**config.mk**
```make
export PLATFORM = sky130hd
export DESIGN_NAME = ex_muldiv
export DESIGN_NICKNAME = d
export VERILOG_FILES = /design/src/rtl/ex_muldiv.sv
export SDC_FILE = /design/constraint.sdc
export NUM_CORES = 2
export LEC_CHECK = 0
export CORE_UTILIZATION = 48
export CTS_CLUSTER_DIAMETER = 30
export CTS_CLUSTER_SIZE = 25
export DETAILED_ROUTE_END_ITERATION = 10
export PLACE_DENSITY = 0.65
export SYNTH_ARGS = -nofsm -noshare
export SYNTH_HDL_FRONTEND = slang
export SYNTH_SLANG_ARGS = --single-unit
```
**constraint.sdc**
```tcl
create_clock -name clk -period 10.5 [get_ports clk]
set_clock_uncertainty 0.2 [all_clocks]
set_input_delay 3.15 -clock clk [delete_from_list [all_inputs] [get_ports clk]]
set_output_delay 3.15 -clock clk [all_outputs]
set_load 0.02 [all_outputs]
```
**src/rtl/ex_muldiv.sv**
```systemverilog
// ex_muldiv: iterative RV64M multiply/divide unit for the EX stage.
// Radix-2 shift-add multiplier and restoring divider share one 128-bit
// {hi, lo} working register. Operands are reduced to magnitudes at start
// and the result is negated on the way out when the signs require it.
// Divide-by-zero and signed overflow bypass the iterative loop entirely.

module ex_muldiv #(
    parameter int XLEN = 64
) (
    input  logic            clk,
    input  logic            rst,
    input  logic [6:0]      opcode_i,
    input  logic [2:0]      funct3_i,
    input  logic [6:0]      funct7_i,
    input  logic [XLEN-1:0] rs1_data_i,
    input  logic [XLEN-1:0] rs2_data_i,
    input  logic [4:0]      rd_addr_i,
    input  logic            flush_i,
    output logic            stall_req_o,
    output logic            busy_o,
    output logic            result_valid_o,
    output logic [XLEN-1:0] result_o,
    output logic [4:0]      rd_addr_o
);

    localparam logic [6:0] OPC_OP    = 7'b0110011;
    localparam logic [6:0] OPC_OP32  = 7'b0111011;
    localparam logic [6:0] F7_MULDIV = 7'b0000001;

    typedef enum logic [1:0] {
        S_IDLE = 2'd0,
        S_BUSY = 2'd1,
        S_DONE = 2'd2
    } state_t;

    function automatic logic [63:0] sext32(input logic [31:0] v);
        return {{32{v[31]}}, v};
    endfunction

    state_t      state_r;
    logic [5:0]  cnt_r;
    logic [63:0] hi_r;
    logic [63:0] lo_r;
    logic [63:0] opnd_r;
    logic [2:0]  f3_r;
    logic        w_r;
    logic        neg_r;
    logic        special_r;
    logic [63:0] spec_res_r;
    logic [4:0]  rd_r;

    logic        is_w_s;
    logic        mop_s;
    logic        is_div_s;
    logic        sgn1_s;
    logic        sgn2_s;
    logic [63:0] op1_ext_s;
    logic [63:0] op2_ext_s;
    logic        s1_s;
    logic        s2_s;
    logic [63:0] mag1_s;
    logic [63:0] mag2_s;
    logic        div0_s;
    logic        ovf_s;
    logic        neg_s;
    logic [63:0] min_neg_s;
    logic [63:0] w_rs1_s;
    logic [63:0] spec_s;
    logic [63:0] load_hi_s;
    logic [63:0] load_lo_s;
    logic [63:0] load_opnd_s;

    logic [64:0] sum_s;
    logic [64:0] trial_s;
    logic [63:0] next_hi_s;
    logic [63:0] next_lo_s;
    logic        last_s;

    logic [63:0] mulh_s;
    logic [63:0] qv_s;
    logic [63:0] rv_s;
    logic [63:0] final_s;
    logic        valid_s;

    // Decode the ID/EX instruction and prepare magnitudes, signs and special cases.
    always_comb begin
        is_w_s   = (opcode_i == OPC_OP32);
        mop_s    = (funct7_i == F7_MULDIV) &&
                   ((opcode_i == OPC_OP) ||
                    (is_w_s && ((funct3_i == 3'd0) || funct3_i[2])));
        is_div_s = funct3_i[2];
        if (is_div_s) begin
            sgn1_s = ~funct3_i[0];
            sgn2_s = ~funct3_i[0];
        end else begin
            sgn1_s = (funct3_i == 3'd1) || (funct3_i == 3'd2);
            sgn2_s = (funct3_i == 3'd1);
        end
        if (is_w_s) begin
            op1_ext_s = sgn1_s ? sext32(rs1_data_i[31:0]) : {32'd0, rs1_data_i[31:0]};
            op2_ext_s = sgn2_s ? sext32(rs2_data_i[31:0]) : {32'd0, rs2_data_i[31:0]};
            min_neg_s = 64'hFFFF_FFFF_8000_0000;
            w_rs1_s   = sext32(rs1_data_i[31:0]);
        end else begin
            op1_ext_s = rs1_data_i;
            op2_ext_s = rs2_data_i;
            min_neg_s = 64'h8000_0000_0000_0000;
            w_rs1_s   = rs1_data_i;
        end
        s1_s   = sgn1_s & op1_ext_s[63];
        s2_s   = sgn2_s & op2_ext_s[63];
        mag1_s = s1_s ? (64'd0 - op1_ext_s) : op1_ext_s;
        mag2_s = s2_s ? (64'd0 - op2_ext_s) : op2_ext_s;
        div0_s = is_div_s && (op2_ext_s == 64'd0);
        ovf_s  = is_div_s && sgn1_s && (op1_ext_s == min_neg_s) &&
                 (op2_ext_s == 64'hFFFF_FFFF_FFFF_FFFF);
        if (is_div_s && funct3_i[1]) begin
            neg_s = s1_s;
        end else begin
            neg_s = s1_s ^ s2_s;
        end
        if (div0_s) begin
            spec_s = funct3_i[1] ? w_rs1_s : 64'hFFFF_FFFF_FFFF_FFFF;
        end else begin
            spec_s = funct3_i[1] ? 64'd0 : w_rs1_s;
        end
        load_hi_s = 64'd0;
        if (is_div_s) begin
            load_lo_s   = is_w_s ? {mag1_s[31:0], 32'd0} : mag1_s;
            load_opnd_s = mag2_s;
        end else begin
            load_lo_s   = mag2_s;
            load_opnd_s = mag1_s;
        end
    end

    // One radix-2 step: shift-add for multiply, restoring subtract for divide.
    always_comb begin
        sum_s   = {1'b0, hi_r} + (lo_r[0] ? {1'b0, opnd_r} : 65'd0);
        trial_s = {hi_r, lo_r[63]} - {1'b0, opnd_r};
        if (f3_r[2]) begin
            if (!trial_s[64]) begin
                next_hi_s = trial_s[63:0];
                next_lo_s = {lo_r[62:0], 1'b1};
            end else begin
                next_hi_s = {hi_r[62:0], lo_r[63]};
                next_lo_s = {lo_r[62:0], 1'b0};
            end
        end else begin
            next_hi_s = sum_s[64:1];
            next_lo_s = {sum_s[0], lo_r[63:1]};
        end
        last_s = w_r ? (cnt_r == 6'd31) : (cnt_r == 6'd63);
    end

    // Select and sign-correct the final result from the working registers.
    always_comb begin
        mulh_s = neg_r ? (~hi_r + ((lo_r == 64'd0) ? 64'd1 : 64'd0)) : hi_r;
        qv_s   = neg_r ? (64'd0 - lo_r) : lo_r;
        rv_s   = neg_r ? (64'd0 - hi_r) : hi_r;
        if (special_r) begin
            final_s = spec_res_r;
        end else begin
            case (f3_r)
                3'd0:          final_s = w_r ? sext32(lo_r[63:32]) : lo_r;
                3'd1, 3'd2,
                3'd3:          final_s = mulh_s;
                3'd4, 3'd5:    final_s = w_r ? sext32(qv_s[31:0]) : qv_s;
                3'd6, 3'd7:    final_s = w_r ? sext32(rv_s[31:0]) : rv_s;
                default:       final_s = 64'd0;
            endcase
        end
    end

    // Pipeline-facing outputs; reset and flush force them inactive.
    always_comb begin
        valid_s        = rst && (state_r == S_DONE) && !flush_i;
        result_valid_o = valid_s;
        result_o       = valid_s ? final_s : 64'd0;
        rd_addr_o      = valid_s ? rd_r : 5'd0;
        busy_o         = rst && (state_r != S_IDLE);
        if (!rst || flush_i) begin
            stall_req_o = 1'b0;
        end else if (state_r == S_IDLE) begin
            stall_req_o = mop_s;
        end else if (state_r == S_BUSY) begin
            stall_req_o = 1'b1;
        end else begin
            stall_req_o = 1'b0;
        end
    end

    // Control FSM and datapath registers.
    always_ff @(posedge clk) begin
        if (!rst) begin
            state_r    <= S_IDLE;
            cnt_r      <= 6'd0;
            hi_r       <= 64'd0;
            lo_r       <= 64'd0;
            opnd_r     <= 64'd0;
            f3_r       <= 3'd0;
            w_r        <= 1'b0;
            neg_r      <= 1'b0;
            special_r  <= 1'b0;
            spec_res_r <= 64'd0;
            rd_r       <= 5'd0;
        end else if (flush_i) begin
            state_r <= S_IDLE;
            cnt_r   <= 6'd0;
        end else begin
            case (state_r)
                S_IDLE: begin
                    if (mop_s) begin
                        hi_r       <= load_hi_s;
                        lo_r       <= load_lo_s;
                        opnd_r     <= load_opnd_s;
                        f3_r       <= funct3_i;
                        w_r        <= is_w_s;
                        neg_r      <= neg_s;
                        special_r  <= div0_s | ovf_s;
                        spec_res_r <= spec_s;
                        rd_r       <= rd_addr_i;
                        cnt_r      <= 6'd0;
                        state_r    <= (div0_s | ovf_s) ? S_DONE : S_BUSY;
                    end
                end
                S_BUSY: begin
                    hi_r  <= next_hi_s;
                    lo_r  <= next_lo_s;
                    cnt_r <= cnt_r + 6'd1;
                    if (last_s) begin
                        state_r <= S_DONE;
                    end
                end
                S_DONE: begin
                    state_r <= S_IDLE;
                end
                default: begin
                    state_r <= S_IDLE;
                end
            endcase
        end
    end

endmodule

```
# == Yosys cells after proc, flatten, opt, wreduce, memory -nomap -nowiden ==
# Cells that the tools add are included.
# word_totals
ff_bits,275
latchBits,0
ramBits,0
rom_bits,0
in_bits,153
mem_count,0
# classes
addsub,8
mul,0
div,0
order_cmp,0
eq_ne,20
shifts,0
n_mux,47
n_bitwise,8
n_reduce_logical,31
# ops
cell,n
$mux 64,26
$pmux 64 s2,2
$pmux 64 s4,1
$sub 1x64->64 const A,4
$logic_not 64->1,2
$mux 63,2
$add 64x64->65,1
$sub 65x64->65,1
$add 64x1->64,1
$eq 64x64->1,1
$eq 64x64->1 const B,1
$not 64->64,1
$eq 7x6->1 const B,2
$eq 3x3->1 const B,4
$pmux 6 s2,1
$logic_and 1x1->1,10
$eq 3x2->1 const B,3
$mux 1,9
$eq 7x1->1 const B,1
$add 6x1->6 const B,1
$eq 3x1->1 const B,2
$eq 6x5->1 const B,1
$eq 6x6->1 const B,1
$logic_not 3->1,2
other kinds (19),34

# == Logic depth before layout (Yosys ltp) ==
# depth
ltp_word,12
mapped_depth,21
mapped_depth_nobuf,19

# == Least setup slack after synthesis ==
# OpenSTA, ideal clock, no wires.
# synth_timing
kind,in2out
from,input flush_i
to,output result_o[40]
arrival_ns,5.029
t_required_ns,7.150
slack_ns,2.121
stages,8
n_path_buf,3
path_cell_list,nand2b_1 > clkbuf_1 > or3b_2 > clkbuf_1 > inv_1 > clkbuf_1 > o21ai_0 > a211oi_1
# synth_between
elab_chain_cells,3
# synth_rtl
element,line_no,source
"start, declared",18,"input logic flush_i,"
$logic_not 1->1,177,valid_s = rst && (state_r == S_DONE) && !flush_i;
$logic_and 1x1->1,177,
$mux 64,179,result_o = valid_s ? final_s : 64'd0;
"end, declared",22,"output logic [XLEN-1:0] result_o,"
# Every way passes these cells.

# == Worst setup path after layout ==
# layout_timing
from,register lo_r[7]
to,output result_o[54]
# layout_between
elab_chain_cells,7
elab_cells_between_ends,10
cone_classes,add/sub: 2; mux: 7; reduce/logical: 1
# layout_rtl
element,line_no,source
"start, declared",43,logic [63:0] lo_r;
"start signal, assigned",215,lo_r <= load_lo_s;
"start signal, assigned",229,lo_r <= next_lo_s;
$logic_not 64->1,158,mulh_s = neg_r ? (~hi_r + ((lo_r == 64'd0) ? 64'd1 : 64'd0)) : hi_r;
$mux 1,158,
$add 64x1->64,158,
$mux 64,158,
$pmux 64 s4 *,164,case (f3_r)
$mux 64 *,161,if (special_r) begin
$mux 64 *,179,
# Mark *: on every way between the ends. The rest lies on a longest branch, timed or not.

==> summary.md <==
| Metric | Value |
|---|---|
| Status | finished clean |
| Min-Delay Path Class | reg -> reg |
| Area leader, netlist | dfxtp_1 |
| Fraction of layout cells with a size suffix above 1 | 0.06726 |
| Core Area | ~66000 um2 |
| Max FO, Critical Path | 9 |
| R2r setup slk | 3.76 ns |
| Post-CTS Hold Buffers | 0 |
| R2R Path Start | lo_r[63] |
| Effective utilization at floorplan | 0.4894 |
| Initial DRC count | about 5.3k |
| Initial antenna violation count | 3 |
| Nets | ~5.0k |
| Most frequent cells in the layout | a21oi_1, nand2_1, nor2_1, o21ai_0, dfxtp_1 |
| Clock sinks | approximately 280 |
| Max Cap Violations | 0 |
| Clk slew on worst S/H paths | ~0.040 ns |
| Post-synth EDFFs | 0 |
| Ys async rst share | 0 |
| Setup tns final | 0 ns |
| Layout Utilization | 0.5751 |
| Hold EP | opnd_r[29] |
| DRT antenna net count | 0 |
| First-pass iteration count of the detailed router | 6 |
| Worst hold margin | roughly 0.25 ns |
| Vias in the first global route | ~35k |
| Clk root buf | clkbuf_16 |
| Post-synthesis net count | between 5k and 6k |
| Final setup viols | 0 |
| Peak supply drop | 0.0001210 V |
| CTS tree | built |
| Seq cells post-synth | 275 |
| Cells after synthesis | about 4.8k |
| Synth warnings | 0 |
| Worst-skew pair later-pin latency | approximately 0.66 ns |
| Critical path arrival | between 6 and 7 ns |
| Die Ht | 262.1 um |
| Area delta synth->final | 17.51% |
| Largest net degree at the start of global routing | 95 |
| FILL cells | around 6.6k |
| Die W | between 200 and 300 um |
| Tcrit/Tclk final | 0.9728 |
| DIE AREA | between 60000 and 70000 um2 |
| Post-synth top area share | 0.1696 |
| Total I/O pin count | around 230 |
| Tmin final | slightly above 10 ns |
| Critical path capture point type | output port |
| RSZ-0062 raised after global routing | no |
| H-tree levels | 3 |
| Worst Path Required | 7.15 ns |
| Main area contributors after synthesis | dfxtp_1, a21oi_1, o21ai_0, xnor2_1, nand2_1 |
| First-pass GRT wire length | 229.5 mm |
| Max-slew violations | 0 |
| Sequential share of the synthesized area | 0.1696 |
| Commonest non-fill, non-tap cell in the layout | a21oi_1 |
| Vias per inst | between 6 and 7 |
| Avg Cell Area, Syn | 6.822 um2 |
| Reg2Reg Depth | 14 |
| Gr usage total | 0.4458 |
| Wirelength per Cell | 28.01 um |
| Slew headroom | 0.2200 |
| DRC Markers | 0 |
| Leak pwr | approximately 15 nW |
| Critical path class | reg -> out |
| Power per cell area | about 110 nW/um2 |
| Critical path startpoint category | flop |
| Placer Congestion | roughly 1.0 |
| Hold_sp | opnd_r[29] |
| Worst R2R End | hi_r[5] |
| Synth Flop Type | dfxtp_1 |
| Max Clock Freq | around 0.1 GHz |
| Clock buffer count from CTS | 86 |
| Hold Path Stages | 2 |
| Detailed Place HPWL | between 100 and 150 mm |
| Area of the mapped netlist | around 32000 um2 |
| DR vias | between 30k and 40k |
| Netlist cell types | around 100 |
| Final Hold Viols | 0 |
| FP Rows | 94 |
| Slew @ Worst Pin | between 1 and 1.5 ns |
| Total detailed-routing wirelength | between 150 and 200 mm |
| Clk buf depth | 3 |
| Port bufs | 224 |
| Grt ovf | 0 |
metrics by stage:
| step | instances | setup slack [ns] | power [W] | instance area (um2) |
|---|---|---|---|---|
| floorplan | 4758 | 2.121 | 0.001247 | 32460 |
| global placement | 5507 | 0.9996 | 0.001440 | 34840 |
| detailed placement | 5507 | 1.020 | 0.001441 | 34840 |
| CTS | 5666 | 0.4585 | 0.004366 | 38130 |
| global route | 5666 | 0.09492 | 0.004455 | 38140 |
| finish | 5667 | 0.2858 | 0.004380 | 38150 |
Yosys cell counts (11+ instances only):
library cell / n
o21bai_1: 35
ha_1: 136
or4_1: 45
a22oi_1: 50
o21ai_0: 415
o31ai_1: 68
nor2_1: 456
nand2b_1: 38
clkbuf_1: 366
nand3_1: 79
xor2_1: 168
a221o_1: 11
o21a_1: 30
buf_2: 15
inv_1: 123
nor3_1: 100
nand2_1: 470
mux2_2: 17
a21oi_1: 588
or2_2: 18
a211oi_1: 135
a221oi_1: 31
a22o_1: 11
nor2b_1: 15
nand4_1: 67
dfxtp_1: 275
o211ai_1: 56
buf_1: 29
or3_1: 35
and2_1: 28
a31oi_1: 43
o41ai_1: 38
o221ai_1: 48
maj3_1: 29
nor4_1: 43
a21boi_0: 11
o21ai_1: 17
o22ai_1: 27
xnor2_1: 202
and3_1: 17
a21o_1: 71
mux2i_1: 142
worst max-delay path: stages (launching register included):
cell and delay, ns:
dfxtp_1 0.40, or4_4 0.59, or4_4 0.48, nor4_1 0.26
buf_4 0.20, nand4_1 0.15, nor4_1 0.35, ha_1 0.45
ha_1 0.29, nand2_1 0.16, o31ai_1 0.35, and2_1 0.29
nand2_1 0.23, nor2_1 0.21, xor2_1 0.08, a21oi_1 0.16
a211oi_1 0.10, a211oi_1 0.68, clkdlybuf4s50_1 0.75
cell type report:
type / instances / area (um2) / area share
Clock inverter: 48 / 969.7 / 0.02542
Inverter: 127 / 479.2 / 0.01256
Timing Repair Buffer: 303 / 2823 / 0.07400
Sequential cell: 275 / 5520 / 0.1447
Multi-Input combinational cell: 3938 / 24950 / 0.6539
Tap cell: 864 / 1081 / 0.02834
Antenna cell: 1 / 2.502 / 0.00006560
Clock buffer: 111 / 2326 / 0.06097
worst max path at each step:
stage              endpoint  cells after the start      from  slack, ns
2_1_floorplan  result_o[40]                      8   flush_i       2.12
3_3_place_gp   result_o[54]                      6   flush_i        1.0
3_5_place_dp   result_o[57]                      9   flush_i       1.02
4_1_cts        result_o[41]                     16   lo_r[7]       0.46
5_1_grt        result_o[54]                     18  lo_r[15]       0.09
6_report       result_o[54]                     18   lo_r[7]       0.29
where the power goes:
part	internal, W	leakage, nW	total, W	switching (W)
registers	0.00105	2.22	0.00105	0.000000111
logic	0.000132	11.1	0.000397	0.000265
clock network	0.00209	1.57	0.00294	0.000850
flip-flops by register name, indices dropped and copies added, names as in the netlist:
signal      count
hi_r           64
lo_r           64
opnd_r         64
spec_res_r     64
cnt_r           6
rd_r            5
f3_r            3
state_r         2
neg_r           1
special_r       1
w_r             1
kinds of logic (layout without fill, tap and decap cells):
logic type / Yosys count / count (layout) / share of synthesized area
buffers and inverters: 545 / 589 / 0.06522
XOR/XNOR: 370 / 370 / 0.09983
multiplexers: 159 / 159 / 0.04968
AND/OR/NAND/NOR: 1462 / 1462 / 0.2103
flip-flops: 275 / 275 / 0.1696
other: 0 / 1 / 0
AO/OA/AOI/OAI: 1779 / 1779 / 0.3424
adder cells (fa/ha/maj): 168 / 168 / 0.06294
layer usage:
layer / wire length [um] / part of all wire / GRT usage
met5: 8 / 0.000050 / 0
met4: 11500 / 0.072 / 0.2861
met3: 17880 / 0.11 / 0.09452
met2: 66490 / 0.42 / 0.6606
met1: 62880 / 0.40 / 0.5839
repair_timing:
| item | in CTS | in global routing |
|---|---|---|
| buffers inserted | 0 | 0 |
| endpoints found under the setup margin | 0 | 1 |
| gates resized for setup | 0 | 1 |
Power figures use the tool's default switching activity.
